**config.mk**
```make
export PLATFORM = sky130hd
export DESIGN_NAME = word_accum_flat
export DESIGN_NICKNAME = d
export VERILOG_FILES = /design/src/rtl/word_accum_if.sv /design/src/rtl/word_accum.sv /design/src/flat_wrapper.sv
export SDC_FILE = /design/constraint.sdc
export NUM_CORES = 1
export LEC_CHECK = 0
export ABC_AREA = 1
export CAP_MARGIN = 20
export CORE_ASPECT_RATIO = 1.75
export CORE_MARGIN = 3
export CORE_UTILIZATION = 53
export DETAILED_ROUTE_END_ITERATION = 10
export GPL_TIMING_DRIVEN = 0
export PLACE_DENSITY_LB_ADDON = 0.2
export SYNTH_ARGS = -nofsm -noshare
export SYNTH_HDL_FRONTEND = slang
export SYNTH_SLANG_ARGS = --single-unit
```
**constraint.sdc**
```tcl
create_clock -name ap_clk -period 2.4 [get_ports ap_clk]
set_input_delay 0.48 -clock ap_clk [delete_from_list [all_inputs] [get_ports ap_clk]]
set_output_delay 0.48 -clock ap_clk [all_outputs]
set_load 0.005 [all_outputs]
```
**src/rtl/word_accum_if.sv**
```systemverilog
// Handshake bundle between the word accumulator, its upstream latch stage and the result consumer.
interface word_accum_if #(
    parameter int unsigned NUM_WORDS = 4,
    parameter int unsigned SUM_W     = 32
);
    localparam int unsigned CNT_W = $clog2(NUM_WORDS + 1);

    logic             in_vld;
    logic [31:0]      in_data;
    logic             in_ack;
    logic             flush;
    logic             res_vld;
    logic [SUM_W-1:0] res_sum;
    logic [CNT_W-1:0] res_cnt;
    logic             res_ack;
    logic             busy;

    modport master (
        output in_vld, in_data, flush, res_ack,
        input  in_ack, res_vld, res_sum, res_cnt, busy
    );

    modport slave (
        input  in_vld, in_data, flush, res_ack,
        output in_ack, res_vld, res_sum, res_cnt, busy
    );
endinterface

```
**src/rtl/word_accum.sv**
```systemverilog
// Sums groups of NUM_WORDS upstream words (or fewer on flush) and holds the result until acknowledged.
// Optional build macro WORD_ACCUM_SAT_EN: saturating adds instead of modulo wrap.
module word_accum #(
    parameter int unsigned NUM_WORDS = 4,
    parameter int unsigned SUM_W     = 32
) (
    input  logic          ap_clk,
    input  logic          ap_rst,
    word_accum_if.slave   bus
);
    localparam int unsigned CNT_W = $clog2(NUM_WORDS + 1);

    typedef enum logic [1:0] {IDLE, ACCUM, DONE} state_t;

    state_t           state_q, state_d;
    logic [SUM_W-1:0] sum_q, sum_d, word, sum_add;
    logic [CNT_W-1:0] cnt_q, cnt_d;
    logic             res_vld_q, busy_q;
    logic             ack_c, accept;

    // Combinational ack so the latch stage sees it in the cycle it presents the word
    assign ack_c  = bus.in_vld && (state_q != DONE) && !ap_rst;
    assign accept = bus.in_vld && ack_c;
    assign word   = SUM_W'(bus.in_data);

`ifdef WORD_ACCUM_SAT_EN
    logic [SUM_W:0] total;
    always_comb begin
        total   = {1'b0, sum_q} + {1'b0, word};
        sum_add = total[SUM_W] ? '1 : total[SUM_W-1:0];
    end
`else
    always_comb begin
        sum_add = sum_q + word;
    end
`endif

    always_comb begin
        state_d = state_q;
        sum_d   = sum_q;
        cnt_d   = cnt_q;
        case (state_q)
            IDLE, ACCUM: begin
                if (accept) begin
                    sum_d = sum_add;
                    cnt_d = cnt_q + CNT_W'(1);
                    if ((cnt_d == CNT_W'(NUM_WORDS)) || bus.flush) begin
                        state_d = DONE;
                    end else begin
                        state_d = ACCUM;
                    end
                end else if (bus.flush && (state_q == ACCUM)) begin
                    state_d = DONE;
                end
            end
            DONE: begin
                if (bus.res_ack) begin
                    state_d = IDLE;
                    sum_d   = '0;
                    cnt_d   = '0;
                end
            end
            default: begin
                state_d = IDLE;
            end
        endcase
    end

    always_ff @(posedge ap_clk) begin
        if (ap_rst) begin
            state_q   <= IDLE;
            sum_q     <= '0;
            cnt_q     <= '0;
            res_vld_q <= 1'b0;
            busy_q    <= 1'b0;
        end else begin
            state_q   <= state_d;
            sum_q     <= sum_d;
            cnt_q     <= cnt_d;
            res_vld_q <= (state_d == DONE);
            busy_q    <= (state_d != IDLE);
        end
    end

    assign bus.in_ack  = ack_c;
    assign bus.res_vld = res_vld_q;
    assign bus.res_sum = sum_q;
    assign bus.res_cnt = cnt_q;
    assign bus.busy    = busy_q;
endmodule

```
**src/flat_wrapper.sv**
```systemverilog
// flat-port wrapper written by rule: the top's interface ports become plain ports
module word_accum_flat 
#(
    parameter int unsigned NUM_WORDS = 4,
    parameter int unsigned SUM_W     = 32
)
  (ap_clk, ap_rst, bus_in_vld, bus_in_data, bus_flush, bus_res_ack, bus_in_ack, bus_res_vld, bus_res_sum, bus_res_cnt, bus_busy);
  word_accum_if #(.NUM_WORDS(NUM_WORDS), .SUM_W(SUM_W)) bus_i ();
  input  logic ap_clk;
  input  logic ap_rst;
  input wire logic [$bits(bus_i.in_vld)-1:0] bus_in_vld;
  input wire logic [$bits(bus_i.in_data)-1:0] bus_in_data;
  input wire logic [$bits(bus_i.flush)-1:0] bus_flush;
  input wire logic [$bits(bus_i.res_ack)-1:0] bus_res_ack;
  output wire logic [$bits(bus_i.in_ack)-1:0] bus_in_ack;
  output wire logic [$bits(bus_i.res_vld)-1:0] bus_res_vld;
  output wire logic [$bits(bus_i.res_sum)-1:0] bus_res_sum;
  output wire logic [$bits(bus_i.res_cnt)-1:0] bus_res_cnt;
  output wire logic [$bits(bus_i.busy)-1:0] bus_busy;
  assign bus_i.in_vld = bus_in_vld;
  assign bus_i.in_data = bus_in_data;
  assign bus_i.flush = bus_flush;
  assign bus_i.res_ack = bus_res_ack;
  assign bus_in_ack = bus_i.in_ack;
  assign bus_res_vld = bus_i.res_vld;
  assign bus_res_sum = bus_i.res_sum;
  assign bus_res_cnt = bus_i.res_cnt;
  assign bus_busy = bus_i.busy;
  word_accum #(.NUM_WORDS(NUM_WORDS), .SUM_W(SUM_W)) u_core (.ap_clk(ap_clk), .ap_rst(ap_rst), .bus(bus_i));
endmodule
```
# Word-level counts from Yosys, hierarchy flattened
# Index checks and enable logic that the tools add are counted.
word_totals:
  ff_bits: 39
  inputBits: 37
  out_inout_bits: 38
  wordCells: 36
op_classes:
  addsub: 2
  eq_ne: 7
  mux: 11
  n_reduce_logical: 11
ops:
  columns: ["op", "n"]
  rows:
  - ["32-bit 2-to-1 mux", 2]
  - ["32-bit case mux with 2 select lines", 1]
  - ["32-bit adder", 1]
  - ["2-bit 2-to-1 mux", 4]
  - ["3-bit 2-to-1 mux", 2]
  - ["3-bit case mux with 2 select lines", 1]
  - ["2-bit == test, second input constant", 2]
  - ["1-bit logical AND", 4]
  - ["2-bit != test, second input constant", 2]
  - ["2-bit case mux with 2 select lines", 1]
  - ["2-bit nonzero test", 2]
  - ["3-bit by 1-bit adder with 3-bit output, second input constant", 1]
  - ["3-bit == test, second input constant", 1]
  - ["3-bit AND reduction", 1]
  - ["2-bit by 1-bit == test with 1-bit output, second input constant", 1]
  - ["2-bit zero test", 1]
  - ["2-bit by 1-bit != test with 1-bit output, second input constant", 1]
  - ["2-bit OR reduction", 1]
  - ["1-bit zero test", 1]
  - ["1-bit logical OR", 1]

# Logic depth before layout (Yosys ltp)
# Gate-level depths: netlist of run 1.
logic_depth:
  ltp_word: 7
  depth_mapped: 13
  mapped_depth_nobuf: 13

# Worst setup path before layout of run 1
# Ideal clock, no wire load.
synth_timing:
  kind: "input-to-reg"
  start: "input bus_in_data[0]"
  end: "register u_core.sum_q[16] (netlist: u_core.bus.res_sum[16])"
  setup_ps: 115
  t_arrival_ps: 1774
  required_time_ps: 2285
  slack_ps: 511
  path_stages: 13
  path_buffers: 0
  cell_sequence: "ha_1 > inv_1 > fa_1 > inv_1 > nand3_1 > nand3_1 > nand2_1 > nand2_1 > nand3_1 > nand2_1 > nand2_1 > nand2_1 > o21ai_2"
synth_between:
  elab_chain_len: 3
synth_rtl:
  columns: ["element", "line_no", "rtl"]
  rows:
  - ["start, declared", "flat_wrapper.sv:12", "input wire logic [$bits(bus_i.in_data)-1:0] bus_in_data;"]
  - ["32-bit adder", "word_accum.sv:34", "sum_add = sum_q + word;"]
  - ["32-bit 2-to-1 mux", "word_accum.sv:44", "if (accept) begin"]
  - ["32-bit case mux with 2 select lines", "word_accum.sv:42", "case (state_q)"]
  - ["end signal, assigned", "word_accum.sv:78", "sum_q <= sum_d;"]
  - ["end, declared", "word_accum.sv:16", "logic [SUM_W-1:0] sum_q, sum_d, word, sum_add;"]
# No other way between the ends. The select of a mux whose other input is x is not followed.
# A chain may end at the register's enable or synchronous reset.

# Final worst setup path of run 1
layout_timing:
  start: "input bus_in_data[0]"
  end: "register u_core.sum_q[20] (netlist: u_core.bus.res_sum[20])"
# The elaborated chain is that of the path after synthesis.

==> results of run 1 <==
==> through the flow <==
| stage | cells | power (mW) | cell area [um2] |
|---|---|---|---|
| detailed placement | 824 | 2.30 | 4600 |
| CTS | 832 | 3.08 | 4770 |
| global placement | 824 | 2.26 | 4600 |
| finish | 832 | 3.08 | 4780 |
| global route | 832 | 3.29 | 4780 |
| floorplan | 666 | 1.76 | 3750 |
==> synth_stat cells, drive strengths merged (3+ instances only) <==
cell type | n | area share
nand2 | 293 | 0.30
dfxtp | 39 | 0.21
nand3 | 45 | 0.061
buf | 5 | 0.012
nor2 | 50 | 0.057
ha | 33 | 0.11
inv | 124 | 0.12
nor3 | 3 | 0.0040
o21ai | 20 | 0.033
a21oi | 32 | 0.043
nand4 | 3 | 0.0050
o21bai | 3 | 0.0060
==> layout make-up <==
cell class | instances | area share
multi-input combinational | 497 | 0.516
inverter | 124 | 0.0978
timing repair buffer | 74 | 0.155
tap | 84 | 0.0220
buffer | 6 | 0.0112
clock inverter | 3 | 0.00916
clock buffer | 5 | 0.0262
sequential | 39 | 0.163
==> timing repair <==
action,4_1_cts,5_1_grt
setup endpoints to repair,2,6
gates cloned,0,0
resized for setup,2,4
==> worst min path at each step <==
stage          cells after the start                      to                   start  slack (ns)
2_1_floorplan                      2  u_core.bus.res_sum[10]  u_core.bus.res_sum[10]        0.46
3_3_place_gp                       2  u_core.bus.res_sum[25]  u_core.bus.res_sum[25]        0.46
3_5_place_dp                       2  u_core.bus.res_sum[25]  u_core.bus.res_sum[25]        0.46
4_1_cts                            2  u_core.bus.res_sum[25]  u_core.bus.res_sum[25]        0.47
5_1_grt                            2   u_core.bus.res_sum[8]   u_core.bus.res_sum[8]        0.49
6_report                           2  u_core.bus.res_sum[25]  u_core.bus.res_sum[25]        0.47
==> routing by layer <==
metal	up-vias	global-route usage	wire, um
li1	2206	-	-
met1	1852	0.258	3890
met2	131	0.541	6300
met3	42	0.0309	422
met4	0	0.181	695
met5	-	0	0
==> registers in the layout, indices dropped and copies added (netlist names) <==
| signal | flops |
|---|---|
| u_core.bus.busy | 1 |
| u_core.bus.res_vld | 1 |
| u_core.state_q | 2 |
| u_core.bus.res_cnt | 3 |
| u_core.bus.res_sum | 32 |
==> kinds of logic after synthesis <==
logic type                 Yosys count  share of synthesized area
AOI/OAI and AO/OA                   59                     0.0900
adders and majority gates           34                      0.115
xor gates and xnor gates             4                    0.00933
DFF                                 39                      0.208
buffers and inverters              130                      0.139
and+or+nand+nor                    400                      0.439
==> report_power, final <==
part,internal [mW],leakage (nW),switching (mW)
Combinational,0.609,2.31,0.857
Sequential,0.749,0.322,0.0841
Clock,0.491,0.0838,0.286
==> worst min-delay path, delay by kind of cell (launching register included) <==
kind	cells	cell delay (ns)
flops	1	0.32
simple gates	2	0.10
==> layout by cell type, fill, tap and decap left out, drive strengths merged, types with 3 or more instances in the layout <==
cell           count
o21ai             20
clkbuf             6
dfxtp             39
clkdlybuf4s50     73
nand2            293
a21oi             32
o21bai             3
nand3             45
nor3               3
nor2              50
nand4              3
buf                5
ha                33
inv              124
==> flow_summary.toml, run 1 <==
[yosys]
ys_ff_latch = 39
yosysSeqAreaShare = 0.208
synth_nets = 737
yosysUniqueCellTypes = 32
syn_area_per_cell_um2 = 5.64
synthFlopType = "dfxtp_1"
syn_inst = 666
async_flop_share = 0
synth_edf_count = 0
syn_area_um2 = 3750
ys_warn_count = 0

[die]
die_width_um = 69.6
core_um2 = 6860
die_height_um = 117
die_area_um2 = 8170
io_pins = 75
start_util = 0.548
num_rows = 40

[worst_setup_path]
rr_startpoint = "u_core.bus.res_sum[0]"
path_cells = "clkdlybuf4s50_1 > ha_2 > inv_1 > fa_1 > inv_2 > nand3_1 > nand3_2 > nand3_1 > nand3_2 > nand2_1 > nand2_1 > nand2_1 > nand3_1 > nand2_1"
crit_top_cell = "nand2_1"
critPathKind = "input pin to flip-flop"
crit_fanout = 4
required_ns = 2.58
path_buf_inv = 3
crit_cells = 14
critPathCapture = "u_core.bus.res_sum[20]"
end_kind = "flip-flop"
r2r_slack_ns = 0.35
r2r_end = "u_core.bus.res_sum[20]"
critPathLaunchType = "input pin"
critPathArrivalTime_ns = 2.50
max_stage_delay_ns = 0.47
worstSetupStartpoint = "bus_in_data[0]"
ff2ff_path_depth = 13
cp_top_family = "simple AND/OR/NAND/NOR gates"
cp_slowest_cell = "clkdlybuf4s50_1"

[route]
drt-total-wl_um = 11300
drt_first_pass_iters = 5
route.detailed.drc = 0
drt_iter0_markers = 247
vias = 4231
via_per_inst = 5.09
route.detailed.wl_per_inst_um = 13.6
drtAntennaViolNets = 0

[timing]
fin_skew_ns = 0.00546
final.period_utilization = 0.968
tns_ns = 0
slew_headroom = 0.803
rsz0062_at_grt = "true"
hold_ws_ns = 0.467
tightestPinTransition_ns = 0.295
fmax_mhz = 431
hold_violations = 0
fin_crit_ns = 2.32
layout_setup_ws_ns = 0.0773
setup_viol = 0
drv_slew = 0

[layout]
area.sequential_um2 = 781
area_delta_synth_final_pct = 27.4
drive_gt1_frac = 0.0615
diodes = 0
final_core_util = 0.698
nFillCells = 657
multi_input_area_um2 = 2470
nNetsFinal = 818

[clock_tree]
worstSkewPairLatency_ns = 0.29
cts_tree = "built"
cts_buffers = 5
cts_setup_buffers = 0
cts_htree_levels = 2
cts_hold_buf = 0
clock_sinks = 39
clk_pin_slew_ns = 0.06
cts_buffer_depth = 2
cts_root_buf = "clkbuf_16"

[flow_run]
maxCapViolations = 0

[status]
status = "finished, final reports clean"

[grt]
grt_max_degree = 14
overflow = 0
grt_pass1_vias = 4111
antenna_found_initial = 0
grt_first_pass_wirelength_um = 18200
grt_use_total = 0.276

[placed_design]
numPortBuffers = 74
post-place-ws_ns = -0.294
place_hpwl_um = 9460
gp_congestion = 0.914

[power]
power.leakage_nw = 2.72
power.density_nw_per_um2 = 643
vdd_drop_max_mv = 0.445

[hold_path]
min_path_type = "flip-flop to flip-flop"
Power figures use the tool's default switching activity.
==> inputs of run 2 (changes only) <==
--- a/config.mk
+++ b/config.mk
@@ -6,10 +6,13 @@
 export NUM_CORES = 1
 export LEC_CHECK = 0
 export ABC_AREA = 1
+export ABC_CLOCK_PERIOD_IN_PS = 2400
 export CAP_MARGIN = 20
 export CORE_ASPECT_RATIO = 1.75
 export CORE_MARGIN = 3
 export CORE_UTILIZATION = 53
+export CTS_CLUSTER_DIAMETER = 200
+export CTS_CLUSTER_SIZE = 20
 export DETAILED_ROUTE_END_ITERATION = 10
 export GPL_TIMING_DRIVEN = 0
 export PLACE_DENSITY_LB_ADDON = 0.2
==> results of run 2 <==
The final DEF is identical to that of run 1; final timing and power are the same.
==> inputs of run 3 (changes only) <==
--- a/config.mk
+++ b/config.mk
@@ -6,10 +6,9 @@
 export NUM_CORES = 1
 export LEC_CHECK = 0
 export ABC_AREA = 1
-export ABC_CLOCK_PERIOD_IN_PS = 2400
+export ABC_CLOCK_PERIOD_IN_PS = 2300
 export CAP_MARGIN = 20
 export CORE_ASPECT_RATIO = 1.75
-export CORE_MARGIN = 3
 export CORE_UTILIZATION = 53
 export CTS_CLUSTER_DIAMETER = 200
 export CTS_CLUSTER_SIZE = 20
==> constraint.sdc (replaced) <==
create_clock -name ap_clk -period 2.3 [get_ports ap_clk]
set_input_delay 0.46 -clock ap_clk [delete_from_list [all_inputs] [get_ports ap_clk]]
set_output_delay 0.46 -clock ap_clk [all_outputs]
set_load 0.005 [all_outputs]
==> flow_summary.toml, run 3 (synthesis results as in run 1) <==
[status]
status = "finished, final reports clean"

[route]
drt_iter0_markers = 253
via_per_inst = 5.04
drt-total-wl_um = 11500
route.detailed.wl_per_inst_um = 13.8
vias = 4207
drtAntennaViolNets = 0
route.detailed.drc = 0
drt_first_pass_iters = 4

[clock_tree]
cts_buffer_depth = 2
clk_pin_slew_ns = 0.06
cts_tree = "built"
cts_htree_levels = 2
clock_sinks = 39
cts_root_buf = "clkbuf_16"
cts_buffers = 5
worstSkewPairLatency_ns = 0.29

[grt]
antenna_found_initial = 0
grt_max_degree = 14
grt_pass1_vias = 4138
overflow = 0
grt_use_total = 0.325
grt_first_pass_wirelength_um = 18100

[die]
start_util = 0.548
num_rows = 40
die_area_um2 = 7440
die_width_um = 65.6
die_height_um = 113
core_um2 = 6860
io_pins = 75

[layout]
area_delta_synth_final_pct = 28.1
diodes = 0
largest_reg_flops = 32
layout.cells.non_filler = 835
stdcell_area_um2 = 4810
drive_gt1_frac = 0.0679
layout_commonest_cell = "nand2_1"
nFillCells = 612
nNetsFinal = 821
mostFrequentLayoutCells = "nand2_1, inv_1, clkdlybuf4s50_1"

[worst_setup_path]
required_ns = 1.84
critPathArrivalTime_ns = 1.75
end_kind = "output port"
crit_fanout = 3
critPathKind = "input pin to output port"
max_stage_delay_ns = 0.54
cp_slowest_cell = "clkdlybuf4s50_1"
path_cells = "clkdlybuf4s50_1 > nand2_2 > nor2_1 > clkdlybuf4s50_1"
critPathLaunchType = "input pin"
crit_top_cell = "clkdlybuf4s50_1"

[placed_design]
numPortBuffers = 74
place_hpwl_um = 9580
dp_cells = 824
gp_congestion = 0.942
place_area_um2 = 4600

[power]
power.density_nw_per_um2 = 674
vdd_drop_max_mv = 0.487
power.leakage_nw = 2.73

[timing]
fmax_mhz = 452
tightestPinTransition_ns = 0.329
tns_ns = 0
fin_crit_ns = 2.21
rsz0062_at_grt = "false"
fin_skew_ns = 0.00554
setup_viol = 0
hold_ws_ns = 0.472
drv_slew = 0
final.period_utilization = 0.961
hold_violations = 0
slew_headroom = 0.780

[flow_run]
maxCapViolations = 0

[hold_path]
min_path_type = "flip-flop to flip-flop"
-- run 3: cell types whose count changed in the layout (fill, tap and decap cells not counted), sizes merged --
| cell | change |
|---|---|
| buf | +3 |
-- run 3: worst paths after layout --
check / start / endpoint / slack [ns] / depth (start not counted)
worst min-delay path: u_core.bus.res_sum[21] / u_core.bus.res_sum[21] / 0.47 / 2
worst min register to register: u_core.bus.res_sum[21] / u_core.bus.res_sum[21] / 0.47 / 2
worst max register to register: u_core.bus.res_sum[19] / u_core.bus.res_sum[29] / 0.40 / 9
worst max-delay path: bus_in_vld / bus_in_ack / 0.09 / 4
-- run 3: metal layers --
layer | share of wire | vias to the layer above | global-route usage | wire length [um]
met5 | 0 | - | 0 | 0
met4 | 0.064 | 0 | 0.216 | 735
met3 | 0.032 | 44 | 0.0433 | 365
met2 | 0.55 | 119 | 0.635 | 6360
met1 | 0.35 | 1836 | 0.291 | 4050
li1 | - | 2208 | - | -
-- run 3: timing repair --
action	in CTS	in global routing
buffers inserted	0	3
endpoints found under the hold margin	0	0
setup endpoints to repair	5	8
cloned	0	0
gates resized for setup	3	5
hold buffers	0	0
-- run 3: power breakdown --
group | internal, mW | switching [mW]
logic | 0.645 | 0.905
clock network | 0.512 | 0.308
registers | 0.782 | 0.0897
-- run 3: cell type report --
type,count,area (um2),area share
multi-input cells,497,2470,0.514
flip-flops and latches,39,781,0.162
repair buffers,77,762,0.158
inverters,124,468,0.0973
clock buffers,5,125,0.0260
well taps,84,105,0.0218
plain buffers,6,53.8,0.0112
clock inverters,3,43.8,0.00910
-- run 3: stage by stage --
| stage | setup WS, ns | utilization | power, mW |
|---|---|---|---|
| after floorplan | 0.431 | - | 1.84 |
| after global placement | -0.297 | 0.671 | 2.37 |
| after detailed placement | -0.345 | 0.671 | 2.41 |
| after CTS | 0.0265 | 0.696 | 3.24 |
| after global routing | 0.00900 | 0.702 | 3.48 |
| final | 0.0890 | 0.702 | 3.24 |
-- run 3: worst max-delay path, delay by kind of cell --
kind                   cells  cell delay, ns
buffers and inverters      2            1.02
AND/OR/NAND/NOR            2            0.27
